--- src/rtl/bram_block_sum_ctrl.sv ---
// Framed block-sum controller around an 8x8 single-port BRAM.
// Loads one block from a byte stream, reads it back, emits the block sum.
module bram_block_sum_ctrl #(
    parameter int DATA_W = 8,
    parameter int ADDR_W = 3,
    parameter int DEPTH  = 8,
    parameter int RD_LAT = 1
) (
    input  logic                     clk,
    input  logic                     rst,
    input  logic                     in_valid,
    input  logic [DATA_W-1:0]        in_data,
    output logic                     in_ready,
    output logic                     bram_we,
    output logic [ADDR_W-1:0]        bram_addr,
    output logic [DATA_W-1:0]        bram_din,
    input  logic [DATA_W-1:0]        bram_dout,
    output logic [DATA_W+ADDR_W-1:0] sum_out,
    output logic                     sum_valid,
    output logic                     busy
);

    localparam int SUM_W = DATA_W + ADDR_W;
    localparam logic [ADDR_W-1:0] LAST = ADDR_W'(DEPTH - 1);

    typedef enum logic [1:0] {LOAD, READ, DRAIN, DONE} state_e;

    state_e              state_q, state_d;
    logic [ADDR_W-1:0]   wcnt_q, wcnt_d;
    logic [ADDR_W-1:0]   rcnt_q, rcnt_d;
    logic [SUM_W-1:0]    acc_q, acc_d;
    logic [SUM_W-1:0]    sum_q, sum_d;
    logic [RD_LAT-1:0]   vld_q, vld_d;
    logic [1:0]          dcnt_q, dcnt_d;
    logic                issue;
    logic                beat;
    logic [SUM_W-1:0]    acc_add;

    assign beat    = vld_q[RD_LAT-1];
    assign acc_add = acc_q + {{ADDR_W{1'b0}}, bram_dout};
    assign sum_out = sum_q;

    always_comb begin
        state_d   = state_q;
        wcnt_d    = wcnt_q;
        rcnt_d    = rcnt_q;
        acc_d     = beat ? acc_add : acc_q;
        sum_d     = sum_q;
        dcnt_d    = dcnt_q;
        issue     = 1'b0;
        in_ready  = 1'b0;
        bram_we   = 1'b0;
        bram_addr = '0;
        bram_din  = in_data;
        sum_valid = 1'b0;
        busy      = 1'b1;
        unique case (state_q)
            LOAD: begin
                busy      = 1'b0;
                in_ready  = 1'b1;
                bram_addr = wcnt_q;
                bram_we   = in_valid;
                if (in_valid) begin
                    wcnt_d = wcnt_q + 1'b1;
                    if (wcnt_q == LAST) begin
                        wcnt_d  = '0;
                        acc_d   = '0;
                        state_d = READ;
                    end
                end
            end
            READ: begin
                bram_addr = rcnt_q;
                issue     = 1'b1;
                rcnt_d    = rcnt_q + 1'b1;
                if (rcnt_q == LAST) begin
                    rcnt_d  = '0;
                    dcnt_d  = '0;
                    state_d = DRAIN;
                end
            end
            DRAIN: begin
                dcnt_d = dcnt_q + 1'b1;
                // acc_d already includes the final in-flight beat
                if (dcnt_q == 2'(RD_LAT - 1)) begin
                    sum_d   = acc_d;
                    state_d = DONE;
                end
            end
            DONE: begin
                sum_valid = 1'b1;
                state_d   = LOAD;
            end
            default: state_d = LOAD;
        endcase
    end

    always_comb begin
        vld_d    = '0;
        vld_d[0] = issue;
        for (int i = 1; i < RD_LAT; i++) vld_d[i] = vld_q[i-1];
    end

    always_ff @(posedge clk) begin
        if (rst) begin
            state_q <= LOAD;
            wcnt_q  <= '0;
            rcnt_q  <= '0;
            acc_q   <= '0;
            sum_q   <= '0;
            vld_q   <= '0;
            dcnt_q  <= '0;
        end else begin
            state_q <= state_d;
            wcnt_q  <= wcnt_d;
            rcnt_q  <= rcnt_d;
            acc_q   <= acc_d;
            sum_q   <= sum_d;
            vld_q   <= vld_d;
            dcnt_q  <= dcnt_d;
        end
    end

endmodule
--- config.mk ---
export PLATFORM = sky130hd
export DESIGN_NAME = bram_block_sum_ctrl
export DESIGN_NICKNAME = d
export VERILOG_FILES = /design/src/rtl/bram_block_sum_ctrl.sv
export SDC_FILE = /design/constraint.sdc
export NUM_CORES = 1
export LEC_CHECK = 0
export ABC_AREA = 1
export BUFFER_PORTS_ARGS = -buffer_cell sky130_fd_sc_hd__buf_2
export CORE_MARGIN = 4
export CORE_UTILIZATION = 57
export DETAILED_ROUTE_END_ITERATION = 12
export PLACE_DENSITY = 0.92
export SLEW_MARGIN = 20
export SYNTH_ARGS = -nofsm -noshare
export SYNTH_HDL_FRONTEND = slang
export SYNTH_SLANG_ARGS = --single-unit
export TNS_END_PERCENT = 10
--- constraint.sdc ---
create_clock -name clk -period 4.4 [get_ports clk]
set_input_delay 0.22 -clock clk [delete_from_list [all_inputs] [get_ports clk]]
set_output_delay 0.22 -clock clk [all_outputs]
set_load 0.005 [all_outputs]
==> qor.yml, run 1 <==
status: "finished, final reports clean"
first_pass_iters: 4
setup-tns-final_ps: 0
required_ps: 4600
multi_input_area_mm2: 0.00100
holdBufCountCts: 0
drt_iter0_markers: 81
startpoint_type: "flip-flop"
ys_seq_area_share_pct: 34.3
synth.most_common_cell: "nand2_1"
detail-route-antenna-nets: 0
root_buffer: "clkbuf_4"
drt_wl_total_um: 3910
via_count: 1746
slew_headroom_pct: 46.5
fin_hold_ws_ps: 220
die_h_um: 66.1
grt_usage_pct: 21.1
coreArea_mm2: 0.00315
pin_count: 45
gp_congestion: 0.828
drc: 0
max-cap-violations: 0
synth_area_mm2: 0.00193
area.sequential_um2: 661
cts_tree: "yes"
syn_inst: 270
cts_resized: 0
design_area_mm2: 0.00207
drv_slew: 0
p_int_uw: 580
cp.arrival_ps: 1990
crit_type: "reg -> reg"
dpl_cell_area_mm2: 0.00202
fin_nets: 328
dp.cells: 328
end_kind: "flip-flop"
worstSkewPairLatency_ps: 330
synthesis.nets: 307
hpwl_um: 2990
cts_sinks: 33
grt_pass1_wl_um: 7160
finalPower_uw: 972
netlist.area_leader.share_pct: 34.3
async_flop_share_pct: 0
switchingPower_uw: 393
finalNonFillerCells: 336
fillCellCount: 284
vdd_drop_max_v: 0.000324
pre_cts_slack_ps: 2650
clkPwrFrac_pct: 16.7
synth_area_per_cell_um2: 7.14
ys_top_cells_by_area: "dfxtp_1, nand2_1, ha_1"
num_rows: 20
rsz0062_at_grt: "false"
grt_max_degree: 23
leakage_nw: 1.07
setup_violations: 0
ctsLongestPathBuffers: 2
initial_core_util_pct: 61.1
final_util_pct: 65.8
path_max_fanout: 11
fin_skew_ps: 5.65
synthTopCellsByCount: "nand2_1, inv_1, dfxtp_1, nand3_1, nor2_1"
cts_max_level: 2
finalHoldViolCount: 0
grt_pass1_vias: 1704
final_layout_size_suffix_gt1_share_pct: 15.4
worstMarginPinSlew_ps: 796
synth_largest_area_cell: "dfxtp_1"
cts_made_buffers: 5
ys_seq_elements: 33
synth-main-ff-cell: "dfxtp_1"
setup_ws_ps: 2600
swShare_pct: 40.4
antenna_found_initial: 0
wl_per_cell_um: 11.6
cts.clk_slew.worst_paths_ps: 100
synth_edf_count: 0
postCtsSetupBuffers: 0
area_growth_pct: 7.66
viasPerCell: 5.20
grt-ovfl-total: 0
max_freq_ghz: 0.557
post-route-min-period_ps: 1800
place.port_buffers: 28
power_density_mw_per_mm2: 469
hold_path.class: "in -> reg"
yosysUniqueCellTypes: 28
finalCritPeriodShare_pct: 40.8
die_area_mm2: 0.00437
synth_warnings: 0
pwr-share-seq_pct: 41.6
die_w_um: 66.1
diodes: 0
p_comb_share_pct: 41.7
-- cell type report --
type | instances | area share (%)
Clock inverter | 2 | 0.483
Inverter | 44 | 8.02
Clock buffer | 6 | 1.99
Tap cell | 44 | 2.65
Timing Repair Buffer | 28 | 6.76
Multi-Input combinational cell | 179 | 48.3
Sequential cell | 33 | 31.8
-- cell families after synthesis --
family,after synthesis,synth area share [%]
fa+ha+maj,18,12.1
mux,2,1.04
flops,33,34.3
buf+inv,58,13.8
compound gates,39,12.3
simple gates,120,26.6
-- sequential cells by signal (all words and copies together) (netlist names) --
name,count
acc_q,11
sum_out,11
rcnt_q,3
wcnt_q,3
dcnt_q,2
state_q,2
beat,1
-- power by group through the flow --
| stage | combinational (mW) | sequential (mW) | clock, mW |
|---|---|---|---|
| 6_report | 0.405 | 0.405 | 0.163 |
| 2_1_floorplan | 0.301 | 0.402 | 0 |
| 3_5_place_dp | 0.398 | 0.411 | 0 |
| 3_3_place_gp | 0.384 | 0.408 | 0 |
| 4_1_cts | 0.405 | 0.404 | 0.166 |
| 5_1_grt | 0.471 | 0.415 | 0.179 |
-- worst max-delay path, cell delays in order (launching register included) --
cell     delay (ps)
dfxtp_1         350
inv_1           120
ha_1            320
inv_1           120
o21ai_1         650
nor2_1          110
-- cell usage in the layout (no fill, tap or decap) --
cell type,count
nor2_1,25
o21ai_1,1
inv_1,42
mux2i_1,2
nand2_2,3
clkinv_2,3
nand3_2,1
inv_2,1
o221ai_2,1
or2_0,1
nor3_1,2
nor2_4,1
nand3_1,28
nand2_1,59
clkbuf_4,5
o211ai_1,3
a22o_1,1
clkbuf_1,1
o21ai_4,1
buf_2,28
ha_1,17
dfxtp_1,33
a21oi_1,20
a211oi_1,2
o21ai_0,9
a21oi_2,1
fa_1,1
-- metal layers --
| layer | part of all wire (%) | vias up | GRT usage, % |
|---|---|---|---|
| li1 | - | 897 | - |
| met1 | 44 | 794 | 25.1 |
| met2 | 48 | 46 | 35.7 |
| met3 | 5.4 | 9 | 5.10 |
| met4 | 2.2 | 0 | 9.39 |
| met5 | 0 | - | 0 |
-- worst paths after layout --
kind,start,to,slack [ps],depth (start not counted)
min,rst,beat,220,2
max,state_q[1],acc_q[0],2600,5
min reg2reg,dcnt_q[0],dcnt_q[0],460,1
max reg2reg,state_q[1],acc_q[0],2600,5
No activity file was read; power rests on OpenSTA's default activity.
==> run 2, diff against run 1 <==
- CORE_UTILIZATION: 57 -> 53
- PLACE_DENSITY: 0.92 -> 0.87
- clock period: 4.4 -> 1.8 ns (I/O delays scaled with it)
==> qor.yml, run 2 (synthesis results as in run 1) <==
place.port_buffers: 28  # unchanged
hold_path.class: "in -> reg"
hpwl_um: 3090  # +3.4%
num_rows: 21  # +5.0%
setup_violations: 0  # unchanged
vdd_drop_max_v: 0.000828  # +160%
grt_max_degree: 14  # -39%
pin_count: 45  # unchanged
drv_slew: 0  # unchanged
postCtsSetupBuffers: 0  # unchanged
finalNonFillerCells: 340  # +1.2%
area.sequential_um2: 661  # unchanged
setup-tns-final_ps: 0  # unchanged
leakage_nw: 1.09  # +1.3%
drt_iter0_markers: 138  # +70%
area_growth_pct: 9.29
diodes: 0  # unchanged
die_h_um: 68.3  # +3.3%
finalCritPeriodShare_pct: 94.2  # +53 points
final_layout_size_suffix_gt1_share_pct: 17.0  # +1.6 points
min_path_cells: 2  # unchanged
gp_congestion: 0.805  # -2.7%
fillCellCount: 325  # +14%
ctsLongestPathBuffers: 2  # unchanged
grt-ovfl-total: 0  # unchanged
root_buffer: "clkbuf_4"
end_kind: "flip-flop"
cp_slowest_cell: "fa_2"
cts_resized: 0  # unchanged
grt_pass1_vias: 1646  # -3.4%
cts_sinks: 33  # unchanged
die_w_um: 68.3  # +3.3%
holdBufCountCts: 0  # unchanged
power_density_mw_per_mm2: 1120  # +140%
finalHoldViolCount: 0  # unchanged
max_freq_ghz: 0.590  # +5.9%
coreArea_mm2: 0.00342  # +8.3%
post-route-min-period_ps: 1700  # -99.3 ps
mostFrequentLayoutCell: "nand2_1"
startpoint_type: "flip-flop"
cts.clk_slew.worst_paths_ps: 100  # about the same
worstMarginPinSlew_ps: 241  # -555 ps
status: "finished, final reports clean"
cts_made_buffers: 5  # unchanged
fin_nets: 332  # +1.2%
max-cap-violations: 0  # unchanged
wl_per_cell_um: 11.7  # +0.72%
final_util_pct: 61.6  # -4.1 points
required_ps: 2040  # -2560 ps
path_cells: "ha_1 > fa_2 > nand2_2 > nand3_2 > nand2_2 > nand2_1 > nand3_1 > nand3_1 > o211ai_1 > inv_1"
dp.cells: 334  # +1.8%
viasPerCell: 5.17  # -0.55%
cp_slowest_stage_delay_ps: 360  # -290 ps
grt_usage_pct: 18.1  # -3.0 points
rr_worst_depth: 10  # +5
crit_type: "reg -> reg"
antenna_found_initial: 0  # unchanged
detail-route-antenna-nets: 0  # unchanged
drt_wl_total_um: 3980  # +1.9%
multi_input_area_mm2: 0.00101  # +0.75%
grt_pass1_wl_um: 6490  # -9.4%
drc: 0  # unchanged
slew_headroom_pct: 83.4  # +37 points
fin_skew_ps: 13.9  # +8.27 ps
rsz0062_at_grt: "false"
final_cell_mix: "nand2_1, inv_1, dfxtp_1"
die_area_mm2: 0.00466  # +6.6%
via_count: 1757  # +0.63%
initial_core_util_pct: 56.4  # -4.7 points
cp.arrival_ps: 1930  # -60 ps
path_max_fanout: 3  # -8
worstSkewPairLatency_ps: 330  # about the same
cts_tree: "yes"
cts_max_level: 2  # unchanged
first_pass_iters: 4  # unchanged
## run 2: stage by stage
| stage | total power, mW | worst slack, ps | cell area, um2 | hold slack (ps) |
|---|---|---|---|---|
| after CTS | 2.38 | 84.8 | 2100 | 78.3 |
| after global placement | 1.97 | 179 | 2060 | 180 |
| after detailed placement | 2.00 | 96.9 | 2060 | 180 |
| after floorplan | 1.72 | 239 | 1930 | 238 |
| after global routing | 2.58 | 16.2 | 2110 | 120 |
| final | 2.36 | 104 | 2110 | 88.9 |
## run 2: worst max-delay path, delay by kind of cell (launching register included)
family	cells	cell delay [ps]
AOI/OAI and AO/OA	1	100
adders and majority gates	2	580
buffers and inverters	1	50
DFF	1	330
and+or+nand+nor	6	530
## run 2: cell type report
cell class              count  share of cell area [%]
clock buffers               5                    1.78
clock inverters             1                   0.238
inverters                  44                    7.90
multi-input cells         179                    47.9
flip-flops and latches     33                    31.4
well taps                  46                    2.73
repair buffers             32                    8.08
## run 2: layer usage
metal  track usage, %  vias up  part of all wire [%]
li1                 -      903                     -
met1             20.7      792                    43
met2             31.5       53                    49
met3             5.09        9                   6.0
met4             7.44        0                   1.4
met5                0        -                     0
## run 2: worst paths after layout
check / start / to / slack, ps
max: acc_q[0] / sum_out[4] / 100
min reg2reg: dcnt_q[0] / dcnt_q[0] / 480
max reg2reg: acc_q[0] / sum_out[4] / 100
min: rst / beat / 90
## run 2: power by group
group | internal [mW] | switching (mW) | leakage [nW]
Clock | 0.135 | 0.235 | 0.0269
Combinational | 0.413 | 0.595 | 0.791
Sequential | 0.883 | 0.0986 | 0.269
==> run 3, diff against run 2 <==
- CORE_UTILIZATION: 53 -> 51
- PLACE_DENSITY: 0.87 -> 0.84
==> qor.yml, run 3 (synthesis results as in run 1) <==
grt_max_degree: 14  # unchanged
grt_pass1_wl_um: 6940  # +7.0%
cts_tree: "yes"
area_growth_pct: 11.4
cp.arrival_ps: 1790  # -140 ps
ctsLongestPathBuffers: 2  # unchanged
rsz0062_at_grt: "false"
die_w_um: 69.5  # +1.7%
root_buffer: "clkbuf_8"
status: "finished, final reports clean"
initial_core_util_pct: 52.6  # -3.8 points
cts_resized: 0  # unchanged
vdd_drop_max_v: 0.000771  # -6.9%
worstSkewPairLatency_ps: 280  # -50 ps
drv_slew: 0  # unchanged
setup-tns-final_ps: 0  # unchanged
critPathBufInv: 1  # unchanged
grt_usage_pct: 17.3  # -0.88 points
drc: 0  # unchanged
pin_count: 45  # unchanged
crit_family: "adder cells"
cts.clk_slew.worst_paths_ps: 60  # -40 ps
diodes: 0  # unchanged
cp_slowest_cell: "fa_2"
viasPerCell: 4.98  # -3.7%
via_count: 1707  # -2.8%
mostFrequentLayoutCell: "nand2_1"
fin_skew_ps: 6.49  # -7.43 ps
leakage_nw: 1.10  # +1.6%
finalHoldViolCount: 0  # unchanged
required_ps: 1970  # -70 ps
cts_max_level: 2  # unchanged
die_area_mm2: 0.00483  # +3.5%
cp_slowest_stage_delay_ps: 350  # about the same
finalCritPeriodShare_pct: 89.9  # -4.3 points
place.port_buffers: 28  # unchanged
hpwl_um: 3040  # -1.7%
slew_headroom_pct: 79.7  # -3.7 points
power_density_mw_per_mm2: 1190  # +6.0%
postCtsSetupBuffers: 0  # unchanged
post-route-min-period_ps: 1620  # -76.9 ps
detail-route-antenna-nets: 0  # unchanged
num_rows: 22  # +4.8%
wl_per_cell_um: 11.3  # -3.3%
path_cells: "ha_1 > fa_2 > nand2_2 > nand3_2 > nand2_2 > nand2_1 > nand3_1 > nand3_1 > o211ai_1 > inv_1"
hold_path.class: "in -> reg"
end_kind: "flip-flop"
fin_nets: 332  # unchanged
pre_cts_slack_ps: 133  # +35.9 ps
holdBufCountCts: 0  # unchanged
max_freq_ghz: 0.618  # +4.8%
max-cap-violations: 0  # unchanged
cts_made_buffers: 5  # unchanged
final_layout_size_suffix_gt1_share_pct: 16.6  # -0.40 points
path_max_fanout: 3  # unchanged
crit_type: "reg -> reg"
final_cell_mix: "nand2_1, inv_1, dfxtp_1"
coreArea_mm2: 0.00366  # +7.2%
gp_congestion: 0.809  # +0.40%
cts_sinks: 33  # unchanged
die_h_um: 69.5  # +1.7%
setup_violations: 0  # unchanged
grt-ovfl-total: 0  # unchanged
grt_pass1_vias: 1613  # -2.0%
antenna_found_initial: 0  # unchanged
first_pass_iters: 4  # unchanged
worstMarginPinSlew_ps: 304  # +62.3 ps
drt_wl_total_um: 3880  # -2.5%
drt_iter0_markers: 87  # -37%
startpoint_type: "flip-flop"
setup_ws_ps: 181  # +76.9 ps
run 3: cell types whose count changed in the layout (fill, tap and decap cells not counted), sizes merged:
| cell | change |
|---|---|
| clkbuf | +2 |
| clkinv | -1 |
run 3: layout make-up:
type,instances,area (um2)
multi-input cells,179,1000
flip-flops and latches,33,661
repair buffers,32,170
clock buffers,7,86.3
inverters,44,166
fillers,341,1510
well taps,48,60.1
run 3: power breakdown:
part           total [mW]  switching, mW  internal (mW)  leakage [nW]
Combinational        1.02          0.603          0.413         0.791
Sequential          0.982         0.0983          0.884         0.269
Clock               0.552          0.249          0.303        0.0443
Total                2.55          0.951           1.60          1.10
run 3: per-stage QoR:
stage                     power [mW]  utilization [%]  cells  instance area [um2]  hold slack (ps)
after global placement          1.98             56.2    336                 2060              180
final                           2.55             58.6    343                 2150              163
after CTS                       2.57             58.6    343                 2140              156
after global routing            2.77             58.6    343                 2150              180
after floorplan                 1.72                -    270                 1930              238
after detailed placement        2.01             56.2    336                 2060              180
run 3: layer usage:
| layer | part of all wire, % | track usage [%] |
|---|---|---|
| met5 | 0 | 0 |
| met4 | 2.1 | 6.94 |
| met3 | 4.5 | 4.20 |
| met2 | 46 | 28.3 |
| met1 | 48 | 21.6 |
run 3: final timing paths:
path,depth (start not counted),startpoint,slack [ps],endpoint
worst max-delay path,10,acc_q[0],180,sum_out[4]
worst min-delay path,2,rst,160,dcnt_q[1]
worst max register to register,10,acc_q[0],180,sum_out[4]
worst min register to register,1,dcnt_q[0],460,dcnt_q[0]
